**src/rtl/apb_timer_if.sv**
```systemverilog
// APB bus bundle between the AHB-to-APB bridge and the timer slave.
// The bridge has no PREADY/PSLVERR, so neither appears here.
interface apb_timer_if;
    logic        psel;
    logic        PENABLE;
    logic        PWRITE;
    logic [31:0] PADDR;
    logic [31:0] PWDATA;
    logic [31:0] PRDATA;

    modport master (
        output psel, PENABLE, PWRITE, PADDR, PWDATA,
        input  PRDATA
    );

    modport slave (
        input  psel, PENABLE, PWRITE, PADDR, PWDATA,
        output PRDATA
    );
endinterface

```
**src/rtl/apb_timer.sv**
```systemverilog
// APB down-counter timer: prescaler, periodic/one-shot modes, sticky expiry
// flag (W1C) and a level interrupt. Zero wait states; PRDATA is captured at
// the setup-phase edge and held through the access phase.
// Optional feature macro: APB_TIMER_PRESCALER_EN (prescaler present when
// defined; otherwise every enabled cycle is a tick and CTRL[15:8] reads 0).
module apb_timer #(
    parameter int unsigned CNT_W = 32,
    parameter int unsigned PRE_W = 8
) (
    input  logic       clk,
    input  logic       n_rst,
    apb_timer_if.slave apb,
    output logic       irq
);

    localparam logic [2:0] A_CTRL   = 3'd0;
    localparam logic [2:0] A_LOAD   = 3'd1;
    localparam logic [2:0] A_COUNT  = 3'd2;
    localparam logic [2:0] A_STATUS = 3'd3;

    logic [2:0]       addr;
    logic             wr_stb;
    logic             rd_cap;
    logic             wr_ctrl;
    logic             wr_load;
    logic             wr_status;

    logic             en_q, en_d;
    logic             oneshot_q, oneshot_d;
    logic             irqen_q, irqen_d;
    logic [CNT_W-1:0] load_q, load_d;
    logic [CNT_W-1:0] count_q, count_d;
    logic             exp_q, exp_d;
    logic [31:0]      prdata_q, prdata_d;
    logic [31:0]      rdata;

    logic             tick;
    logic             tick_ok;
    logic             expire;
    logic             unused_bits;

    assign addr      = apb.PADDR[4:2];
    assign wr_stb    = apb.psel & apb.PENABLE & apb.PWRITE;
    assign rd_cap    = apb.psel & ~apb.PENABLE & ~apb.PWRITE;
    assign wr_ctrl   = wr_stb && (addr == A_CTRL);
    assign wr_load   = wr_stb && (addr == A_LOAD);
    assign wr_status = wr_stb && (addr == A_STATUS);

`ifdef APB_TIMER_PRESCALER_EN
    logic [PRE_W-1:0] pre_q, pre_d;
    logic [PRE_W-1:0] prescale_q, prescale_d;

    assign tick = en_q && (pre_q == prescale_q);

    // Prescale counter: idle at 0 while disabled, restarts on tick or LOAD write
    always_comb begin
        pre_d = pre_q + 1'b1;
        if (!en_q || wr_load || tick) begin
            pre_d = '0;
        end
        prescale_d = prescale_q;
        if (wr_ctrl) begin
            prescale_d = apb.PWDATA[8 +: PRE_W];
        end
    end

    // Prescaler state
    always_ff @(posedge clk or negedge n_rst) begin
        if (!n_rst) begin
            pre_q      <= '0;
            prescale_q <= '0;
        end else begin
            pre_q      <= pre_d;
            prescale_q <= prescale_d;
        end
    end
`else
    assign tick = en_q;
`endif

    // A LOAD write or a disabling CTRL write on the same edge suppresses the tick
    assign tick_ok = tick & ~wr_load & ~(wr_ctrl & ~apb.PWDATA[0]);
    assign expire  = tick_ok && (count_q == '0);

    // Control, reload and counter next-state; software writes override hardware
    always_comb begin
        en_d      = en_q;
        oneshot_d = oneshot_q;
        irqen_d   = irqen_q;
        load_d    = load_q;
        count_d   = count_q;

        if (tick_ok) begin
            if (count_q != '0) begin
                count_d = count_q - 1'b1;
            end else if (oneshot_q) begin
                count_d = '0;
                en_d    = 1'b0;
            end else begin
                count_d = load_q;
            end
        end

        if (wr_ctrl) begin
            en_d      = apb.PWDATA[0];
            oneshot_d = apb.PWDATA[1];
            irqen_d   = apb.PWDATA[2];
        end

        if (wr_load) begin
            load_d  = apb.PWDATA[CNT_W-1:0];
            count_d = apb.PWDATA[CNT_W-1:0];
        end

        exp_d = expire | (exp_q & ~(wr_status & apb.PWDATA[0]));
    end

    // Read mux, captured only at the setup-phase edge
    always_comb begin
        rdata = '0;
        case (addr)
            A_CTRL: begin
                rdata[0] = en_q;
                rdata[1] = oneshot_q;
                rdata[2] = irqen_q;
`ifdef APB_TIMER_PRESCALER_EN
                rdata[8 +: PRE_W] = prescale_q;
`endif
            end
            A_LOAD:   rdata[CNT_W-1:0] = load_q;
            A_COUNT:  rdata[CNT_W-1:0] = count_q;
            A_STATUS: rdata[0] = exp_q;
            default:  rdata = '0;
        endcase
        prdata_d = rd_cap ? rdata : prdata_q;
    end

    // Timer and bus register state
    always_ff @(posedge clk or negedge n_rst) begin
        if (!n_rst) begin
            en_q      <= 1'b0;
            oneshot_q <= 1'b0;
            irqen_q   <= 1'b0;
            load_q    <= '0;
            count_q   <= '0;
            exp_q     <= 1'b0;
            prdata_q  <= '0;
        end else begin
            en_q      <= en_d;
            oneshot_q <= oneshot_d;
            irqen_q   <= irqen_d;
            load_q    <= load_d;
            count_q   <= count_d;
            exp_q     <= exp_d;
            prdata_q  <= prdata_d;
        end
    end

    assign apb.PRDATA = prdata_q;
    assign irq        = exp_q & irqen_q;

    assign unused_bits = ^{apb.PADDR[31:5], apb.PADDR[1:0], apb.PWDATA, 32'(PRE_W)};

endmodule

```
**src/flat_wrapper.sv**
```systemverilog
// flat-port wrapper written by rule: the top's interface ports become plain ports
module apb_timer_flat 
#(
    parameter int unsigned CNT_W = 32,
    parameter int unsigned PRE_W = 8
)
  (clk, n_rst, irq, apb_psel, apb_PENABLE, apb_PWRITE, apb_PADDR, apb_PWDATA, apb_PRDATA);
  apb_timer_if apb_i ();
  input  logic clk;
  input  logic n_rst;
  output logic irq;
  input wire logic [$bits(apb_i.psel)-1:0] apb_psel;
  input wire logic [$bits(apb_i.PENABLE)-1:0] apb_PENABLE;
  input wire logic [$bits(apb_i.PWRITE)-1:0] apb_PWRITE;
  input wire logic [$bits(apb_i.PADDR)-1:0] apb_PADDR;
  input wire logic [$bits(apb_i.PWDATA)-1:0] apb_PWDATA;
  output wire logic [$bits(apb_i.PRDATA)-1:0] apb_PRDATA;
  assign apb_i.psel = apb_psel;
  assign apb_i.PENABLE = apb_PENABLE;
  assign apb_i.PWRITE = apb_PWRITE;
  assign apb_i.PADDR = apb_PADDR;
  assign apb_i.PWDATA = apb_PWDATA;
  assign apb_PRDATA = apb_i.PRDATA;
  apb_timer #(.CNT_W(CNT_W), .PRE_W(PRE_W)) u_core (.clk(clk), .n_rst(n_rst), .apb(apb_i), .irq(irq));
endmodule
```
**config.mk**
```make
export PLATFORM = sky130hd
export DESIGN_NAME = apb_timer_flat
export DESIGN_NICKNAME = d
export VERILOG_FILES = /design/src/rtl/apb_timer_if.sv /design/src/rtl/apb_timer.sv /design/src/flat_wrapper.sv
export SDC_FILE = /design/constraint.sdc
export NUM_CORES = 1
export LEC_CHECK = 0
export CAP_MARGIN = 5
export CORE_MARGIN = 8
export CORE_UTILIZATION = 50
export DETAILED_ROUTE_END_ITERATION = 12
export HOLD_SLACK_MARGIN = 0.08
export PLACE_DENSITY = 0.8
export SYNTH_ARGS = -nofsm -noshare
export SYNTH_HDL_FRONTEND = slang
export SYNTH_SLANG_ARGS = --single-unit
```
**constraint.sdc**
```tcl
create_clock -name clk -period 3.8 [get_ports clk]
set_clock_uncertainty 0.15 [all_clocks]
set_input_delay 0.38 -clock clk [delete_from_list [all_inputs] [get_ports clk]]
set_output_delay 0.38 -clock clk [all_outputs]
set_load 0.01 [all_outputs]
```
==> results.yml <==
yosys:
  ys_warn_count: 0
  ys_seq_elements: 100
  yosys_most_used_dff: "dfrtp_1"
  syn_inst: 602
  synthDistinctLibCells: 63
  synth_edf_count: 0
  synth-seq-area-share: 0.480
  synth_async_sr_flop_share: 1.00
  mapped_area_mm2: 0.00522
  synthesis.area_per_instance_um2: 8.66
  synth.net_count: 673
cells_and_area:
  postLayoutCoreUtil: 0.619
  antennaDiodeCount: 0
  stdcell_area_mm2: 0.00634
  fill_cells: 847
  areaGrowthSynthToFinish_pct: 21.5
  top_library_cells_by_usage_in_the_layout_fill_and_taps_aside: "122 x nand2_1, 100 x dfrtp_1, 96 x nor2_1"
  final_common_cell: "nand2_1"
  nets: 735
  drive_above_1_share: 0.0792
  multi_input_comb_area_mm2: 0.00255
  sequential_cell_area_mm2: 0.00250
floorplan:
  core_area_mm2: 0.0102
  fp.dieW_um: 118
  row_count: 37
  initial_core_util: 0.510
  dieHeight_um: 118
  die_area_mm2: 0.0140
  ios: 102
timing:
  min_period_ns: 2.92
  timing.final.crit_share: 0.768
  final.setup.tns_ns: 0
  report.final.hold_viol_count: 0
  highest_clock_frequency_the_design_can_meet_mhz: 343
  max_slew_margin: 0.305
  fin_hold_ws_ns: 0.363
  timing_worst_slew_pin_value_ns: 1.04
  report.final.setup_viol: 0
  slew_violations: 0
  grt_setup_unrepaired: "no"
worst_setup_path:
  critPathKind: "reg -> reg"
  critical_path.startpoint_type: "flip-flop"
  critPathMaxFanout: 10
  cp_data_required_time_ns: 3.94
  worst-r2r-cell-count: 6
  regToRegSetupSlack_ns: 0.88
  worst-endpoint-arrival_ns: 3.06
  worst_setup_path_end_kind: "flip-flop"
  regToRegStartpoint: "u_core.count_q[15]"
  crit_start: "u_core.count_q[15]"
detailed_routing:
  drt_first_pass_iters: 7
  post_drt_wl_per_cell_um: 18.9
  detail_route.wirelength_um: 15200
  antenna_left: 0
  drcViolationCount: 0
  drt_iter0_markers: 528
  avgViaCountPerCell: 6.34
  dr_total_vias: 5104
clock_network:
  cts.htree.levels: 3
  cts_sinks: 100
  clock_insertion_delay_worst_skew_ns: 0.38
  cts_max_path_buffers: 2
  cts_tree: "yes"
  cts.repair_timing.setup_buffer_count: 0
  cts.clk_slew.worst_paths_ns: 0.10
  clock-root-buffer: "clkbuf_8"
  cts-resized-gates: 0
  cts_buffer_count: 9
grt:
  grt_use_total: 0.220
  maximum_number_of_pins_on_one_net_before_global_route_repair: 81
  via_count_of_the_first_global_routing_pass: 5052
  initial_antenna_violation_count: 0
  wire_length_of_the_first_global_routing_pass_um: 25300
  gr-total-overflow: 0
hold_path:
  hold_path.class: "reg -> reg"
  hold_path_startpoint: "u_core.load_q[7]"
  min_delay_path_depth: 2
power_and_ir_drop:
  power.ir.vdd_worst_uv: 223
  totalPowerFinal_mw: 3.02
  powerDensity_mw_per_mm2: 477
  static-leakage-power_nw: 2.66
place:
  io_buffer_count: 72
  dp.final_hpwl_um: 10100
  placed_cell_area_mm2: 0.00613
  place_congestion: 0.890
status:
  outcome: "finished clean"
job:
  max_cap_violations: 0
[area by class of cell]
class | instances | share of cell area
inverter | 9 | 0.00533
timing repair buffer | 90 | 0.139
clock buffer | 9 | 0.0195
clock inverter | 7 | 0.0120
tap | 136 | 0.0269
sequential | 100 | 0.395
multi-input combinational | 454 | 0.402
[worst max-delay path, cell delays in order (launching register included)]
cell and delay, ns:
dfrtp_1 0.48, nor4_2 0.39, nand3_2 0.28, or4_4 0.63, nor3_1 0.61, a221oi_1 0.17, o31ai_1 0.11
[state kept, by name, summed over array words and instances, names as in the netlist]
name / flops
u_core.apb.PRDATA: 32
u_core.en_q: 1
u_core.exp_q: 1
u_core.irqen_q: 1
u_core.load_q: 32
u_core.oneshot_q: 1
u_core.count_q: 32
[routing by layer]
layer / vias to the layer above / part of all wire / track usage
li1: 2294 / - / -
met1: 2467 / 0.41 / 0.282
met2: 300 / 0.47 / 0.348
met3: 43 / 0.087 / 0.0333
met4: 0 / 0.033 / 0.130
met5: - / 0 / 0
[synth_stat cells (3+ instances only)]
master,count,area share
and2_1,4,0.0048
a22o_1,4,0.0067
a21oi_1,13,0.012
a2111oi_0,3,0.0050
mux2i_1,3,0.0058
o21ai_0,19,0.018
clkbuf_1,34,0.024
nor4_1,12,0.014
xnor2_1,5,0.0084
a211oi_1,3,0.0043
or3_1,9,0.011
inv_1,9,0.0065
nor2_1,96,0.069
nand3_1,11,0.011
a31oi_1,12,0.014
nand2_1,122,0.088
a221oi_1,32,0.054
o211ai_1,10,0.014
o22ai_1,5,0.0060
a21o_1,5,0.0072
nor2b_1,3,0.0036
buf_1,3,0.0022
nand4_1,8,0.0096
o21a_1,4,0.0058
dfrtp_1,100,0.48
o31ai_1,5,0.0072
or2_2,6,0.0072
xor2_1,3,0.0050
nor3_1,14,0.013
[what timing repair did]
item                                    CTS  global route
hold endpoints to repair                 78             0
endpoints found under the setup margin    0             0
hold buffers                              1             0
[power breakdown]
group	switching [mW]	total (mW)	leakage [nW]	internal (mW)
clock network	0.393	0.700	0.0958	0.308
logic	0.413	0.804	1.36	0.391
registers	0.244	1.52	1.20	1.27
[stage by stage]
stage | setup slack (ns) | std cells
2_1_floorplan | 1.35 | 602
3_3_place_gp | 0.712 | 788
3_5_place_dp | 0.685 | 788
4_1_cts | 0.893 | 805
5_1_grt | 0.545 | 805
6_report | 0.881 | 805
[kinds of logic (layout without fill, tap and decap cells)]
logic type | Yosys count | after routing | share of synthesized area
and+or+nand+nor | 302 | 302 | 0.262
AOI/OAI and AO/OA | 137 | 137 | 0.193
DFF | 100 | 100 | 0.480
buffers and inverters | 48 | 115 | 0.0350
xor gates and xnor gates | 8 | 8 | 0.0134
muxes | 5 | 5 | 0.0122
adders and majority gates | 2 | 2 | 0.00480
[path summary, 6_finish.rpt]
path	to
hold / removal	u_core.load_q[7]
min in group asynchronous	u_core.apb.PRDATA[5]
setup / recovery	u_core.count_q[19]
setup reg to reg	u_core.count_q[19]
max in group asynchronous	u_core.count_q[10]
hold reg to reg	u_core.load_q[7]
No activity file was read; power rests on OpenSTA's default activity.
